<file path="src/rtl/ps_fifo_pkg.sv">
// PacketStream FIFO shared definitions.
// Mode names and the counter width helper.
package ps_fifo_pkg;

  localparam PS_FIFO_STREAM = "STREAM";
  localparam PS_FIFO_PACKET = "PACKET";

  function automatic int ps_fifo_cw(input int depth);
    return $clog2(depth) + 1;
  endfunction

endpackage

</file>
<file path="src/rtl/ps_sc_ram.sv">
// Simple dual-port RAM for the PacketStream FIFO.
// Synchronous write, asynchronous show-ahead read.
module ps_sc_ram #(
  parameter int WIDTH   = 9,
  parameter int DEPTH   = 16,
  parameter     RAMTYPE = "MLAB"
) (
  input  logic                     clk,
  input  logic                     we,
  input  logic [$clog2(DEPTH)-1:0] waddr,
  input  logic [WIDTH-1:0]         wdata,
  input  logic [$clog2(DEPTH)-1:0] raddr,
  output logic [WIDTH-1:0]         rdata
);

  (* ram_block_type = RAMTYPE *)
  logic [WIDTH-1:0] mem [DEPTH];

  always_ff @(posedge clk) begin
    if (we) mem[waddr] <= wdata;
  end

  assign rdata = mem[raddr];

endmodule

</file>
<file path="src/rtl/ps_sc_pkt_fifo.sv">
// Single-clock PacketStream FIFO.
// Cut-through or store-and-forward with oversize release.
module ps_sc_pkt_fifo
  import ps_fifo_pkg::*;
#(
  parameter int DWIDTH  = 8,
  parameter int DEPTH   = 16,
  parameter     MODE    = "STREAM",
  parameter     RAMTYPE = "MLAB"
) (
  input  logic                     clk,
  input  logic                     reset,
  input  logic [DWIDTH-1:0]        i_dat,
  input  logic                     i_val,
  input  logic                     i_eop,
  output logic                     i_rdy,
  output logic [DWIDTH-1:0]        o_dat,
  output logic                     o_val,
  output logic                     o_eop,
  input  logic                     o_rdy,
  output logic [$clog2(DEPTH):0]   o_used,
  output logic [$clog2(DEPTH):0]   o_pkts
);

  localparam int AW  = $clog2(DEPTH);
  localparam int CW  = ps_fifo_cw(DEPTH);
  localparam bit PKT = (MODE == PS_FIFO_PACKET);

  logic [CW-1:0]   wr_ptr;
  logic [CW-1:0]   rd_ptr;
  logic [CW-1:0]   used;
  logic [CW-1:0]   pkts;
  logic            rel;
  logic            wr;
  logic            rd;
  logic            full;
  logic            empty;
  logic [DWIDTH:0] rd_word;

  assign full  = (used == CW'(DEPTH));
  assign empty = (used == '0);
  assign i_rdy = ~full;
  assign wr    = i_val & i_rdy;
  assign rd    = o_val & o_rdy;

  // Packet mode waits for a whole packet unless it can never fit.
  assign o_val = PKT ? (~empty & ((pkts != '0) | rel))
                     : ~empty;

  assign o_dat  = rd_word[DWIDTH:1];
  assign o_eop  = rd_word[0];
  assign o_used = used;
  assign o_pkts = pkts;

  always_ff @(posedge clk) begin
    if (reset) begin
      wr_ptr <= '0;
      rd_ptr <= '0;
      used   <= '0;
      pkts   <= '0;
      rel    <= 1'b0;
    end else begin
      if (wr) wr_ptr <= wr_ptr + CW'(1);
      if (rd) rd_ptr <= rd_ptr + CW'(1);
      used <= used + CW'(wr) - CW'(rd);
      pkts <= pkts + CW'(wr & i_eop) - CW'(rd & o_eop);
      if (rd & o_eop)
        rel <= 1'b0;
      else if (PKT && full && pkts == '0)
        rel <= 1'b1;
    end
  end

  ps_sc_ram #(
    .WIDTH   (DWIDTH + 1),
    .DEPTH   (DEPTH),
    .RAMTYPE (RAMTYPE)
  ) u_ram (
    .clk   (clk),
    .we    (wr & ~reset),
    .waddr (wr_ptr[AW-1:0]),
    .wdata ({i_dat, i_eop}),
    .raddr (rd_ptr[AW-1:0]),
    .rdata (rd_word)
  );

endmodule

</file>
<file path="config.mk">
export PLATFORM = sky130hd
export DESIGN_NAME = ps_sc_pkt_fifo
export DESIGN_NICKNAME = d
export VERILOG_FILES = /design/src/rtl/ps_fifo_pkg.sv /design/src/rtl/ps_sc_ram.sv /design/src/rtl/ps_sc_pkt_fifo.sv
export SDC_FILE = /design/constraint.sdc
export NUM_CORES = 1
export LEC_CHECK = 0
export BUFFER_PORTS_ARGS = -buffer_cell sky130_fd_sc_hd__buf_2
export CAP_MARGIN = 20
export CORE_MARGIN = 5
export CORE_UTILIZATION = 38
export DETAILED_ROUTE_END_ITERATION = 12
export PLACE_DENSITY = 0.62
export SYNTH_ARGS = -nofsm -noshare
export SYNTH_HDL_FRONTEND = slang
export SYNTH_SLANG_ARGS = --single-unit
</file>
<file path="constraint.sdc">
create_clock -name clk -period 6.7 [get_ports clk]
set_clock_uncertainty 0.05 [all_clocks]
set_input_delay 1.005 -clock clk [delete_from_list [all_inputs] [get_ports clk]]
set_output_delay 1.005 -clock clk [all_outputs]
set_load 0.03 [all_outputs]
</file>
==> impl_results.md <==
* Slowest-stage cell, CP: mux4_1
* Clock Latency Late Sink at 0.43 ns
* Post-synth top area cell: edfxtp_1
* TritonRoute pass-1 iters at 5
* Post-synth EDFFs at between 100 and 150
* H-tree lvl count at 4
* Top_reg_cell synth: edfxtp_1
* First-pass GRT wire length at 20570 um
* RSZ-0062 raised after global routing: false
* FF+latch area at 0.004766 mm2
* Crit end category: output port
* Drt total wl at 13480 um
* CP Launch Type: register
* Maximum VDD drop at 0.2592 mV
* Yosys warns at 0
* Total track usage at about 14%
* Number of port buffers at 33
* Bufs and invs on worst path at 2
* Die Ht at 142.7 um
* Layout area overhead at 14.94%
* Final core occ at 44.47%
* Total number of vias at 3340
* Sequential fraction of the synthesis area at 71.19%
* Bufs on Longest Clock Path at 2
* Total gr overflow at 0
* PnR worst setup slack at 3.105 ns
* Hpwl dp at 8666 um
* # resized after CTS at 0
* Largest net degree at the start of global routing at 37
* Initial antenna violation count at 1
* Worst hold start: rd_ptr[1]$_SDFFE_PP0N_
* Synth top area share at 64.61%
* Cts hold-fix bufs at 0
* Post-route DRC at 0
* Nets at 448
* Worst Path Max Fanout at 30
* Status: completed
* Number of post-CTS setup repair buffers at 0
* Placer Congestion at 0.7730
* DR vias/cell at 5.091
* Synth unique cells at 37
* CTS Buf Count at 17
* Syn Nets at approximately 400
* Root Buffer Master: clkbuf_16
* CTS tree: built
* Cells along the critical path: buf_4 > mux4_1 > a22oi_1 > nand2_1 > buf_2
* Vias in the first global route at 3534
* Achievable Freq at between 0.2 and 0.3 GHz
* Starting Density at 38.69%
* Pwr Density at 366.6 mW/mm2
* Layout cells sized above 1 at between 20% and 30%
* Final setup viols at 0
* Tcrit/Tclk final at 53.66%
* Die area at 0.02037 mm2
* Setup TNS at 0 ns
* Synth Register Bits at 166
* Core ar. at ~0.017 mm2
* Routed len/inst at between 20 and 25 um
* CP max stage delay at 0.66 ns
* Worst Path Arrival at 2.54 ns
* Die Span X at 142.7 um
* Hold Fails Final Rpt at 0
* Syn Std Cell Area at 0.006693 mm2
* Leak at 2.624 nW
* Slew margin rel. at between 20% and 30%
* Multi-input logic area at 0.001764 mm2
* Sink Count at about 170
* DR iter-0 viols at 209
* Setup Crit Path Kind: reg -> out
* Post-placement setup slack at 3.430 ns
* Site Rows at 48
* Family with the most delay on the worst path: buffers and inverters
* Reg clk slew, reported paths at 0.06 ns
* Least-Margin Pin Slew at 1.148 ns
* Top Ports at 34
* Slew Viols, Final at 0
* Leading post-synthesis cells by cell area: edfxtp_1, mux4_2, dfxtp_1
* Mapped Cells at 371
* Critical Path RT at 5.64 ns
* Max_cap viols at 0
* Fin crit period at 3.595 ns
* Post-Syn Area per Cell at around 18 um2
* Ys async rst share at 0%
* Min-delay worst type: reg -> reg
* Worst hold slack at between 0.4 and 0.5 ns
* Fillers at 1494
* Number of routed nets with antenna violations at 0
## tightest hold or removal path, stage by stage (launching register included)
cell and delay, ns:
dfxtp_1 0.33, nand2_1 0.06, a21oi_1 0.07
## synth_stat cells, types with 2 or more instances
master and number:
a21oi_1 5, buf_1 3, xnor2_1 2, clkbuf_1 6, fa_1 2, a22oi_1 16, and2_1 2, nor2_1 32
nand2_1 18, inv_1 15, a21o_1 2, nor2b_1 9, mux4_2 23, edfxtp_1 144, buf_6 3, nand3_1 7
nor3_1 3, nor3b_1 2, mux4_1 13, and3_1 2, xor2_1 8, dfxtp_1 22, buf_2 4, ha_1 15
## power breakdown
| group | leakage, nW | switching (mW) | internal (mW) | total (mW) |
|---|---|---|---|---|
| sequential | 1.48 | 0.0436 | 1.18 | 1.22 |
| combinational | 0.880 | 0.395 | 0.290 | 0.686 |
| clock | 0.266 | 0.401 | 0.513 | 0.914 |
| total | 2.62 | 0.840 | 1.98 | 2.82 |
## sequential cells by signal, indices dropped and copies added (netlist names), named ones only
signal     cells
wr_ptr         4
o_used         5
u_ram.mem    144
o_pkts         5
rd_ptr         4
## final timing paths
| check | endpoint | slack [ns] | cells past startpoint |
|---|---|---|---|
| setup / recovery | o_dat[7] | 3.10 | 5 |
| hold / removal | rd_ptr[1]$_SDFFE_PP0N_ | 0.46 | 2 |
| setup reg to reg | o_pkts[4]$_SDFF_PP0_ | 3.45 | 13 |
| hold reg to reg | rd_ptr[1]$_SDFFE_PP0N_ | 0.46 | 2 |
## layout make-up
type                            count  area share [%]
Sequential cell                   166           61.96
Multi-Input combinational cell    173           22.93
Clock buffer                       17           5.530
Tap cell                          225           3.660
Timing Repair Buffer               45           3.513
Clock inverter                     14           1.643
Inverter                           15          0.7319
Antenna cell                        1         0.03253
## layer usage
| layer | global-route usage (%) | wire length [um] |
|---|---|---|
| met1 | 17.06 | 5500 |
| met2 | 23.84 | 7038 |
| met3 | 3.885 | 770 |
| met4 | 5.953 | 169 |
| met5 | 0 | 0 |
## kinds of logic (layout without fill, tap and decap cells)
group                      count (synthesis)  after routing  share of synthesized area [%]
DFF                                      166            166                          71.19
and+or+nand+nor                           82             82                          5.795
muxes                                     37             37                          12.99
buffers and inverters                     32             91                          2.449
AOI/OAI and AO/OA                         27             27                          2.860
adders and majority gates                 17             17                          3.403
xor gates and xnor gates                  10             10                          1.309
other                                      0              1                              0
## stage by stage
step                      instance area (um2)  instances  total power, mW
after floorplan                          6693        371            1.783
after global placement                   7078        618            1.918
after detailed placement                 7112        621            1.940
after CTS                                7664        652            2.854
after global routing                     7692        656            2.959
final                                    7692        656            2.820
## cells in the final DEF (no fill, tap or decap), drive strengths merged, types with 2 or more instances in the layout
cell type / Yosys / layout
edfxtp: 144 / 144
buf: 11 / 45
mux4: 36 / 36
nor2: 32 / 32
dfxtp: 22 / 22
inv: 15 / 21
nand2: 19 / 19
clkbuf: 6 / 17
a22oi: 16 / 16
ha: 15 / 15
nor2b: 9 / 9
xor2: 8 / 8
nand3: 7 / 7
a21oi: 5 / 5
clkinv: 0 / 4
nor3: 3 / 3
clkinvlp: 0 / 3
and2: 2 / 2
xnor2: 2 / 2
and3: 2 / 2
a21o: 2 / 2
nor3b: 2 / 2
fa: 2 / 2
(Power assumes the default switching activity.)
